--- config.mk ---
export PLATFORM = sky130hd
export DESIGN_NAME = gate_share_arbiter
export DESIGN_NICKNAME = d
export VERILOG_FILES = /design/src/rtl/gate_share_arbiter.sv
export SDC_FILE = /design/constraint.sdc
export NUM_CORES = 1
export LEC_CHECK = 0
export ABC_AREA = 0
export ABC_CLOCK_PERIOD_IN_PS = 1900
export CAP_MARGIN = 20
export CORE_MARGIN = 1.5
export CORE_UTILIZATION = 40
export CTS_CLUSTER_DIAMETER = 40
export CTS_CLUSTER_SIZE = 24
export DETAILED_ROUTE_END_ITERATION = 12
export GPL_TIMING_DRIVEN = 0
export HOLD_SLACK_MARGIN = 0.08
export PLACE_DENSITY = 0.77
export SLEW_MARGIN = 10
export SYNTH_ARGS = -nofsm -noshare
export SYNTH_HDL_FRONTEND = slang
export SYNTH_SLANG_ARGS = --single-unit
--- constraint.sdc ---
create_clock -name clk -period 1.9 [get_ports clk]
set_input_delay 0.19 -clock clk [delete_from_list [all_inputs] [get_ports clk]]
set_output_delay 0.19 -clock clk [all_outputs]
set_load 0.005 [all_outputs]
--- src/rtl/gate_share_arbiter.sv ---
// gate_share_arbiter: round-robin arbiter sharing one registered and2 slot among NREQ requesters.
// Optional GATE_ARB_LOCK_EN adds a lock input that re-grants the last winner for up to 4 grants.
module gate_share_arbiter #(
  parameter int NREQ = 4
) (
  input  logic                      clk,
  input  logic                      rst,
  input  logic [NREQ-1:0]           req,
  input  logic [NREQ-1:0]           a,
  input  logic [NREQ-1:0]           b,
  output logic [NREQ-1:0]           gnt,
  output logic                      c,
  output logic                      c_valid,
  output logic [$clog2(NREQ)-1:0]   c_id,
  output logic                      busy
`ifdef GATE_ARB_LOCK_EN
  ,input logic [NREQ-1:0]           lock
`endif
);
  localparam int IW = $clog2(NREQ);
  typedef enum logic [1:0] {IDLE, GRANT, EVAL} state_t;
  state_t state_q, state_d;
  logic [NREQ-1:0] gnt_q, gnt_d, cand;
  logic c_q, c_d, c_valid_q, c_valid_d, hold, found, is_g;
  logic [IW-1:0] c_id_q, c_id_d, last_q, last_d, win;
`ifdef GATE_ARB_LOCK_EN
  logic [2:0] streak_q, streak_d;
  assign hold = state_q == EVAL && lock[last_q] && req[last_q] && streak_q < 3'd4;
  assign streak_d = !is_g && found ? (hold ? streak_q + 3'd1 : 3'd1) : streak_q;
  always_ff @(posedge clk)
    if (rst) streak_q <= '0;
    else streak_q <= streak_d;
`else
  assign hold = 1'b0;
`endif
  assign is_g = state_q == GRANT;
  // the owner of the result just produced is excluded from the next search
  assign cand = state_q == EVAL ? req & ~(NREQ'(1) << last_q) : req;
  always_comb begin
    found = 1'b0;
    win = last_q;
    for (int i = 1; i <= NREQ; i++)
      if (!found && cand[(int'(last_q) + i) % NREQ]) begin
        found = 1'b1;
        win = IW'((int'(last_q) + i) % NREQ);
      end
    if (hold) begin
      found = 1'b1;
      win = last_q;
    end
  end
  always_comb begin
    state_d = is_g ? EVAL : found ? GRANT : IDLE;
    gnt_d = !is_g && found ? NREQ'(1) << win : '0;
    last_d = !is_g && found ? win : last_q;
    c_d = is_g & a[last_q] & b[last_q];
    c_valid_d = is_g;
    c_id_d = is_g ? last_q : '0;
  end
  always_ff @(posedge clk)
    if (rst) begin
      state_q <= IDLE;
      gnt_q <= '0;
      c_q <= 1'b0;
      c_valid_q <= 1'b0;
      c_id_q <= '0;
      last_q <= IW'(NREQ - 1);
    end else begin
      state_q <= state_d;
      gnt_q <= gnt_d;
      c_q <= c_d;
      c_valid_q <= c_valid_d;
      c_id_q <= c_id_d;
      last_q <= last_d;
    end
  assign gnt = gnt_q;
  assign c = c_q;
  assign c_valid = c_valid_q;
  assign c_id = c_id_q;
  assign busy = state_q != IDLE;
endmodule

==> results.sh, run 1 <==
export IMPL_outcome="complete, but fails checks"
export IMPL_violations="setup timing"
export IMPL_die_w_um=48.9
export IMPL_finalSetupTns_ns=-0.500
export IMPL_reg2reg_slack_ns=-0.17
export IMPL_setup_violations=6
export IMPL_power_leakage_nw=0.568
export IMPL_crit_arrival_ns=2.25
export IMPL_drtAntennaViolNets=0
export IMPL_clk_pin_slew_ns=0.07
export IMPL_rsz0062_at_grt="yes"
export IMPL_p_total_w=0.00190
export IMPL_drc=0
export IMPL_period_needed_ns=2.07
export IMPL_multiInputGateArea_sq_um=712
export IMPL_worst_slew_pin_slew_ns=0.384
export IMPL_syn_mean_instance_area_sq_um=8.68
export IMPL_timing_slew_headroom_pct=73.7
export IMPL_max_freq_mhz=483
export IMPL_slowest_stage="mux4_2"
export IMPL_grt_start_max_net_pins=12
export IMPL_drtIter0Drc=28
export IMPL_die_area_sq_um=2390
export IMPL_setup_worst_path_start_class="flop"
export IMPL_cts_root_buffer="clkbuf_4"
export IMPL_cp_required_ns=2.08
export IMPL_coreArea_sq_um=1980
export IMPL_synth_edf_count=0
export IMPL_critical_path_max_stage_delay_ns=0.47
export IMPL_synthSimpleGateAreaFrac_pct=30.3
export IMPL_grt_pass1_vias=932
export IMPL_peakVddDrop_v=0.000799
export IMPL_internal_power_w=0.00109
export IMPL_p_switching_w=0.000809
export IMPL_crit_family="multiplexers"
export IMPL_clockPowerShare_pct=8.4
export IMPL_dpl_hpwl_mm=1.72
export IMPL_finalInstanceArea_sq_um=1430
export IMPL_final_cell_mix="clkdlybuf4s50_1 (21), buf_4 (20), dfxtp_1 (8)"
export IMPL_synth_seq_cells=11
export IMPL_clockBufferDepth=2
export IMPL_yosysTopAreaCell="dfxtp_1"
export IMPL_cts_tree="built"
export IMPL_rr_startpoint="last_q[1]$_SDFFE_PP1P_"
export IMPL_synthCells=97
export IMPL_numClockSinks=11
export IMPL_synth_compound_area_share_pct=29.7
export IMPL_worst_r2r_endpoint="last_q[0]$_SDFFE_PP1P_"
export IMPL_register_area_sq_um=229
export IMPL_grt_pass1_wl_mm=4.27
export IMPL_cp_end_kind="flop"
export IMPL_antenna_cells=0
export IMPL_hp_start="rst"
export IMPL_syn_cell_area_sq_um=842
export IMPL_overflow=0
export IMPL_drv_cap=0
export IMPL_holdBufCountCts=0
export IMPL_synth_area_mux_share_pct=3.86
export IMPL_cp_max_fo=4
export IMPL_area_growth_pct=69.5
export IMPL_reg2reg_depth=9
export IMPL_finish_utilization_pct=72.0
export IMPL_crit_chain="buf_6 -> inv_8 -> ha_4 -> nand3b_1 -> nand2_2 -> mux4_2 -> nand2b_4 -> a21oi_2 -> mux2i_1"
export IMPL_min_path_type="primary input to flop"
export IMPL_pin_count=23
export IMPL_final_common_cell="clkdlybuf4s50_1"
export IMPL_fillCellCount=141
export IMPL_die_h_um=48.9
export IMPL_ys_warnings_count=0
export IMPL_synth_cell_types=48
export IMPL_io_buffers=21
export IMPL_power_share_switching_pct=42.6
export IMPL_critPathKind="flop to flop"
export IMPL_hold_violations=0
export IMPL_num_rows=16
export IMPL_dr_pass1_iters=4
export IMPL_vias_per_cell=5.71
export IMPL_drive_gt1_share_pct=40.8
export IMPL_routed_wl_mm=2.81
export IMPL_period_share_pct=109
export IMPL_synth_top_family_by_area="simple AND/OR/NAND/NOR gates"
export IMPL_synthFlopType="dfxtp_1"
export IMPL_critPathBufInv=2
export IMPL_place_area_sq_um=1140
export IMPL_grt_usage_pct=23.2
export IMPL_yosysSeqAreaShare_pct=26.2
export IMPL_yosys_area_share_xor_xnor_pct=0
export IMPL_synth_area_leaders="dfxtp_1 (26%), ha_1 (5.9%), a21oi_1 (3.0%), and3_1 (3.0%), nor3_1 (3.0%)"
export IMPL_drv_slew=0
export IMPL_min_to="state_q[1]$_SDFF_PP0_"
export IMPL_synth_nets=115
export IMPL_synthArstFlopShare_pct=0
export IMPL_wl_per_cell_um=16.6
export IMPL_crit_cells=9
export IMPL_cts_buffers=3
export IMPL_seqPwrFrac_pct=19.2
export IMPL_via_count=965
export IMPL_fin_nets=161
export IMPL_clk_latency_ns=0.27
export IMPL_final_setup_worst_slack_ns=-0.170
export IMPL_combPwrFrac_pct=72.4
export IMPL_synth_top_area_share_pct=26.2
export IMPL_skew_ns=0.00593
export IMPL_gp_congestion=0.917
export IMPL_ctsHtreeMaxLevel=1
export IMPL_antenna_found_initial=0
export IMPL_hold_depth=2
export IMPL_start_util_pct=42.5
export IMPL_synthAdderAreaFrac_pct=5.94
export IMPL_p_per_area_nw_per_um2=1330
export IMPL_post_place_ws_ns=-0.193
[cell families after synthesis]
logic type | after synthesis
compound gates | 32
fa+ha+maj | 4
buf+inv | 8
flops | 11
mux | 2
simple gates | 40
[Yosys cell counts, types with 3 or more instances]
cell type and count:
o21ai_0 3, nand2_1 6, buf_2 3, nor3_1 5, dfxtp_1 11, and3_1 4
ha_1 4, nor2_1 5, nand3b_1 3, inv_1 3, a21oi_1 5
[layout make-up]
class | count | area share [%]
clock buffer | 4 | 1.84
buffer | 4 | 2.19
multi-input combinational | 78 | 49.9
sequential | 11 | 16.0
inverter | 4 | 2.45
timing repair buffer | 41 | 25.2
tap | 27 | 2.37
[registers in the layout (all words and copies together) (netlist names)]
signal,count
c,1
gnt,4
c_id,2
last_q,2
state_q,2
[stage by stage]
stage,hold WS (ns),instances
after global placement,0.518,145
after floorplan,0.456,97
after detailed placement,0.544,145
after global routing,0.307,169
after CTS,0.255,158
final,0.264,169
[worst reg2reg max path: stages (launching register included)]
cell and delay [ns]:
dfxtp_4 0.38, buf_6 0.12, inv_8 0.04, ha_4 0.14, nand3b_1 0.14, nand2_2 0.12
mux4_2 0.48, nand2b_4 0.17, a21oi_2 0.16, mux2i_1 0.22
[per-layer routing]
| metal | wire length, um | up-vias | global-route usage (%) |
|---|---|---|---|
| met5 | 0 | - | 0 |
| met4 | 29 | 0 | 7.14 |
| met3 | 219 | 4 | 6.75 |
| met2 | 1460 | 46 | 41.8 |
| met1 | 1100 | 451 | 26.2 |
| li1 | - | 464 | - |
[timing repair]
| item | 4_1_cts | 5_1_grt |
|---|---|---|
| setup endpoints to repair | 6 | 6 |
| setup buffers | 9 | 11 |
| resized for setup | 13 | 10 |
| pin swaps | 11 | 6 |
[worst max-delay path by stage]
stage                           start                endpoint  slack [ns]
2_1_floorplan  last_q[1]$_SDFFE_PP1P_       gnt[0]$_SDFF_PP0_      -0.001
3_3_place_gp   last_q[1]$_SDFFE_PP1P_       gnt[0]$_SDFF_PP0_       -0.19
3_5_place_dp   last_q[1]$_SDFFE_PP1P_       gnt[0]$_SDFF_PP0_       -0.19
4_1_cts        last_q[0]$_SDFFE_PP1P_       gnt[0]$_SDFF_PP0_       -0.07
5_1_grt        last_q[1]$_SDFFE_PP1P_  last_q[0]$_SDFFE_PP1P_       -0.28
6_report       last_q[1]$_SDFFE_PP1P_  last_q[0]$_SDFFE_PP1P_       -0.17
[power groups by stage]
stage                     logic (W)  registers [W]  clock network (W)
final                       0.00138       0.000366           0.000159
after floorplan            0.000730       0.000362                  0
after detailed placement    0.00101       0.000362                  0
after global placement     0.000988       0.000359                  0
after CTS                   0.00117       0.000358           0.000163
after global routing        0.00147       0.000374           0.000183
Note: power is estimated with default switching activity, not from simulation.
==> inputs of run 2 (changes only) <==
==> constraint.sdc (replaced) <==
create_clock -name clk -period 1.9 [get_ports clk]
set_input_delay 0.38 -clock clk [delete_from_list [all_inputs] [get_ports clk]]
set_output_delay 0.38 -clock clk [all_outputs]
set_load 0.005 [all_outputs]
==> results.sh, run 2 (synthesized netlist as in run 1, its figures left out) <==
export IMPL_outcome="complete, but fails checks"
export IMPL_violations="setup timing"
export IMPL_p_switching_w=0.000879
export IMPL_dpl_hpwl_mm=1.72
export IMPL_peakVddDrop_v=0.000855
export IMPL_timing_slew_headroom_pct=73.0
export IMPL_period_needed_ns=2.03
export IMPL_clockPowerShare_pct=7.8
export IMPL_fillCellCount=125
export IMPL_min_path_type="primary input to flop"
export IMPL_antenna_found_initial=0
export IMPL_num_rows=16
export IMPL_internal_power_w=0.00116
export IMPL_coreArea_sq_um=1980
export IMPL_clk_pin_slew_ns=0.07
export IMPL_wl_per_cell_um=17.7
export IMPL_reg2reg_depth=8
export IMPL_setup_violations=6
export IMPL_crit_arrival_ns=2.22
export IMPL_die_w_um=48.9
export IMPL_area_growth_pct=77.6
export IMPL_cts_root_buffer="clkbuf_4"
export IMPL_hp_start="rst"
export IMPL_dr_pass1_iters=4
export IMPL_critPathKind="flop to flop"
export IMPL_grt_pass1_wl_mm=4.27
export IMPL_hold_slack_ns=0.482
export IMPL_grt_start_max_net_pins=12
export IMPL_ctsHtreeMaxLevel=1
export IMPL_finalSetupTns_ns=-0.514
export IMPL_skew_ns=0.00301
export IMPL_drc=0
export IMPL_vias_per_cell=5.92
export IMPL_finalInstanceArea_sq_um=1500
export IMPL_final_cell_mix="clkdlybuf4s50_1 (19), buf_4 (19), dfxtp_1 (8), nor2_1 (5)"
export IMPL_p_total_w=0.00204
export IMPL_p_per_area_nw_per_um2=1360
export IMPL_gp_congestion=0.917
export IMPL_hold_violations=0
export IMPL_finish_utilization_pct=75.4
export IMPL_die_area_sq_um=2390
export IMPL_rsz0062_at_grt="yes"
export IMPL_drv_slew=0
export IMPL_pin_count=23
export IMPL_power_leakage_nw=0.595
export IMPL_io_buffers=21
export IMPL_grt_usage_pct=23.2
export IMPL_min_to="state_q[1]$_SDFF_PP0_"
export IMPL_cp_max_fo=5
export IMPL_start_util_pct=42.5
export IMPL_max_freq_mhz=493
export IMPL_combPwrFrac_pct=74.2
export IMPL_reg2reg_slack_ns=-0.13
export IMPL_fin_nets=163
export IMPL_drtAntennaViolNets=0
export IMPL_power_share_switching_pct=43.1
export IMPL_seqPwrFrac_pct=18.0
export IMPL_overflow=0
export IMPL_period_share_pct=107
export IMPL_largest_register_ffs=4
export IMPL_worst_r2r_endpoint="last_q[0]$_SDFFE_PP1P_"
export IMPL_holdBufCountCts=0
export IMPL_via_count=1012
export IMPL_routed_wl_mm=3.03
export IMPL_rr_startpoint="last_q[0]$_SDFFE_PP1P_"
export IMPL_worst_slew_pin_slew_ns=0.394
export IMPL_grt_pass1_vias=932
export IMPL_cts_tree="built"
export IMPL_place_area_sq_um=1140
export IMPL_cts_buffers=3
export IMPL_drv_cap=0
export IMPL_numClockSinks=11
export IMPL_cp_required_ns=2.10
export IMPL_clk_latency_ns=0.27
export IMPL_die_h_um=48.9
export IMPL_hold_depth=2
export IMPL_clockBufferDepth=2
export IMPL_cp_end_kind="flop"
export IMPL_final_setup_worst_slack_ns=-0.127
export IMPL_drtIter0Drc=37
export IMPL_antenna_cells=0
export IMPL_drive_gt1_share_pct=45.8
export IMPL_setup_worst_path_start_class="flop"
## run 2: changes by cell type in the layout (fill, tap and decap cells not counted), sizes merged
cell	before	now
clkdlybuf4s50	21	19
dlygate4sd2	0	2
buf	23	25
## run 2: critical path, stage by stage (launching register included)
cell and delay, ns:
dfxtp_4 0.41, clkinv_8 0.08, ha_4 0.16, nand3b_1 0.22
nand2_1 0.11, mux4_2 0.46, nand2b_4 0.18, a21oi_2 0.16
mux2i_1 0.18
## run 2: repair_timing
item / CTS / global route
gates resized for setup: 15 / 21
endpoints found under the hold margin: 0 / 0
cloned: 0 / 0
setup buffers: 9 / 13
pin swaps: 11 / 13
setup endpoints to repair: 6 / 6
## run 2: power by group through the flow
stage,Combinational [W],Sequential [W],Clock [W]
2_1_floorplan,0.000730,0.000362,0
3_3_place_gp,0.000988,0.000359,0
3_5_place_dp,0.00101,0.000362,0
4_1_cts,0.00117,0.000358,0.000163
5_1_grt,0.00159,0.000374,0.000183
6_report,0.00151,0.000368,0.000159
## run 2: worst max-delay path by stage
| stage | start | end | cells after the start |
|---|---|---|---|
| 6_report | last_q[0]$_SDFFE_PP1P_ | last_q[0]$_SDFFE_PP1P_ | 8 |
| 5_1_grt | last_q[1]$_SDFFE_PP1P_ | last_q[0]$_SDFFE_PP1P_ | 9 |
| 4_1_cts | last_q[0]$_SDFFE_PP1P_ | gnt[0]$_SDFF_PP0_ | 8 |
| 3_5_place_dp | req[2] | last_q[1]$_SDFFE_PP1P_ | 7 |
| 3_3_place_gp | req[2] | last_q[1]$_SDFFE_PP1P_ | 7 |
| 2_1_floorplan | last_q[1]$_SDFFE_PP1P_ | gnt[0]$_SDFF_PP0_ | 9 |
## run 2: cell type report
class	count	area, sq um	share of cell area (%)
multi-input combinational	78	747	50.0
clock buffer	4	26.3	1.76
inverter	4	35.0	2.34
tap	27	33.8	2.26
timing repair buffer	43	393	26.3
sequential	11	229	15.3
buffer	4	31.3	2.09
## run 2: through the flow
step	cells	setup slack, ns
after global placement	145	-0.301
after global routing	171	-0.228
after detailed placement	145	-0.353
final	171	-0.127
after CTS	158	-0.0686
after floorplan	97	-0.000973
## run 2: layer usage
layer / track usage (%) / up-vias / share of wire (%)
li1: - / 471 / -
met4: 7.14 / 0 / 2.9
met1: 26.2 / 474 / 40
met2: 41.8 / 52 / 50
met5: 0 / - / 0
met3: 6.75 / 15 / 7.3
==> inputs of run 3 (changes only) <==
--- a/config.mk
+++ b/config.mk
@@ -8,7 +8,7 @@
 export ABC_AREA = 0
 export ABC_CLOCK_PERIOD_IN_PS = 1900
 export CAP_MARGIN = 20
-export CORE_MARGIN = 1.5
+export CORE_MARGIN = 10
 export CORE_UTILIZATION = 40
 export CTS_CLUSTER_DIAMETER = 40
 export CTS_CLUSTER_SIZE = 24
==> results.sh, run 3 (synthesized netlist as in run 1, its figures left out) <==
export IMPL_final_cell_mix="clkdlybuf4s50_1 (20), dfxtp_1 (9), buf_4 (9)"
export IMPL_grt_pass1_vias=872
export IMPL_cts_root_buffer="clkbuf_4"
export IMPL_cts_tree="built"
export IMPL_setup_worst_path_start_class="flop"
export IMPL_dpl_hpwl_mm=1.83
export IMPL_min_path_type="primary input to flop"
export IMPL_p_total_w=0.00179
export IMPL_clk_pin_slew_ns=0.07
export IMPL_die_area_sq_um=4340
export IMPL_critPathKind="flop to flop"
export IMPL_grt_start_max_net_pins=12
export IMPL_hold_violations=0
export IMPL_reg2reg_slack_ns=-0.13
export IMPL_area_growth_pct=60.0
export IMPL_hold_depth=2
export IMPL_violations="setup timing"
export IMPL_finish_utilization_pct=68.0
export IMPL_vias_per_cell=5.76
export IMPL_cp_required_ns=2.06
export IMPL_routed_wl_mm=2.69
export IMPL_finalSetupTns_ns=-0.451
export IMPL_fin_nets=153
export IMPL_drv_cap=0
export IMPL_numClockSinks=11
export IMPL_ctsHtreeMaxLevel=1
export IMPL_gp_congestion=0.887
export IMPL_reg2reg_depth=9
export IMPL_dr_pass1_iters=4
export IMPL_drtAntennaViolNets=0
export IMPL_drc=0
export IMPL_skew_ns=0.00251
export IMPL_wl_per_cell_um=16.7
export IMPL_setup_violations=6
export IMPL_coreArea_sq_um=1980
export IMPL_clockBufferDepth=2
export IMPL_antenna_found_initial=0
export IMPL_overflow=0
export IMPL_num_rows=16
export IMPL_drtIter0Drc=52
export IMPL_cts_buffers=3
export IMPL_rsz0062_at_grt="yes"
export IMPL_outcome="complete, but fails checks"
export IMPL_die_h_um=65.9
export IMPL_io_buffers=21
export IMPL_largest_register_ffs=4
export IMPL_worst_slew_pin_slew_ns=0.320
export IMPL_crit_chain="inv_6 -> ha_2 -> nand3b_1 -> buf_4 -> a21oi_2 -> o31a_1 -> a22oi_2 -> o2bb2ai_4 -> and3_1"
export IMPL_slowest_stage="dfxtp_4"
export IMPL_period_needed_ns=2.03
export IMPL_p_per_area_nw_per_um2=1330
export IMPL_drv_slew=0
export IMPL_period_share_pct=107
export IMPL_power_leakage_nw=0.520
export IMPL_pin_count=23
export IMPL_critical_path_max_stage_delay_ns=0.39
export IMPL_antenna_cells=0
export IMPL_max_freq_mhz=493
export IMPL_cp_end_kind="flop"
export IMPL_cp_max_fo=11
export IMPL_crit_arrival_ns=2.19
export IMPL_final_setup_worst_slack_ns=-0.127
export IMPL_final_common_cell="clkdlybuf4s50_1"
export IMPL_start_util_pct=42.5
export IMPL_via_count=928
export IMPL_grt_pass1_wl_mm=3.99
export IMPL_drive_gt1_share_pct=36.6
export IMPL_die_w_um=65.9
export IMPL_grt_usage_pct=11.4
export IMPL_clk_latency_ns=0.27
export IMPL_peakVddDrop_v=0.000687
export IMPL_timing_slew_headroom_pct=78.4
[run 3: cell count changes in the layout (fill, tap and decap cells not counted), sizes merged]
| cell | change |
|---|---|
| clkdlybuf4s50 | +1 |
| buf | -10 |
| dlygate4sd2 | -1 |
| inv | +1 |
| clkinv | -1 |
[run 3: cell type report]
type | count | area (sq um)
Multi-Input combinational cell | 78 | 687
Sequential cell | 11 | 228
Buffer | 4 | 35.0
Fill cell | 144 | 634
Tap cell | 27 | 33.8
Clock buffer | 4 | 26.3
Timing Repair Buffer | 33 | 310
Inverter | 4 | 27.5
[run 3: worst paths after layout]
path | to | start
hold reg to reg | c_id[0]$_SDFF_PP0_ | last_q[0]$_SDFFE_PP1P_
hold / removal | state_q[1]$_SDFF_PP0_ | rst
setup / recovery | gnt[0]$_SDFF_PP0_ | last_q[0]$_SDFFE_PP1P_
setup reg to reg | gnt[0]$_SDFF_PP0_ | last_q[0]$_SDFFE_PP1P_
[run 3: per-stage QoR]
step | cell area [sq um] | hold WS [ns] | setup WS, ns | std cells
finish | 1350 | 0.441 | -0.127 | 161
global route | 1350 | 0.454 | -0.228 | 161
CTS | 1300 | 0.446 | -0.0822 | 158
detailed placement | 1140 | 0.645 | -0.323 | 145
global placement | 1140 | 0.641 | -0.295 | 145
floorplan | 901 | 0.585 | -0.000973 | 97
[run 3: critical path, delay by kind of cell (launching register included)]
kind / cells / cell delay [ns]
buf+inv: 2 / 0.24
fa+ha+maj: 1 / 0.20
flops: 1 / 0.39
compound gates: 4 / 0.75
simple gates: 2 / 0.34
[run 3: metal layers]
layer	vias to the layer above	global-route usage (%)	part of all wire, %
li1	449	-	-
met5	-	0	0
met2	45	20.7	49
met3	4	2.71	6.7
met1	430	12.6	43
met4	0	4.01	0.93
[run 3: power by group]
group	total, W	internal, W	switching (W)
Sequential	0.000360	0.000310	0.0000501
Clock	0.000163	0.0000813	0.0000814
Combinational	0.00126	0.000623	0.000640
[run 3: repair_timing]
| item | CTS | global route |
|---|---|---|
| buffers inserted | 9 | 3 |
| setup endpoints to repair | 6 | 6 |
| gates resized for setup | 19 | 4 |
| pin swaps | 7 | 5 |
| hold buffers | 0 | 0 |
| hold endpoints to repair | 0 | 0 |
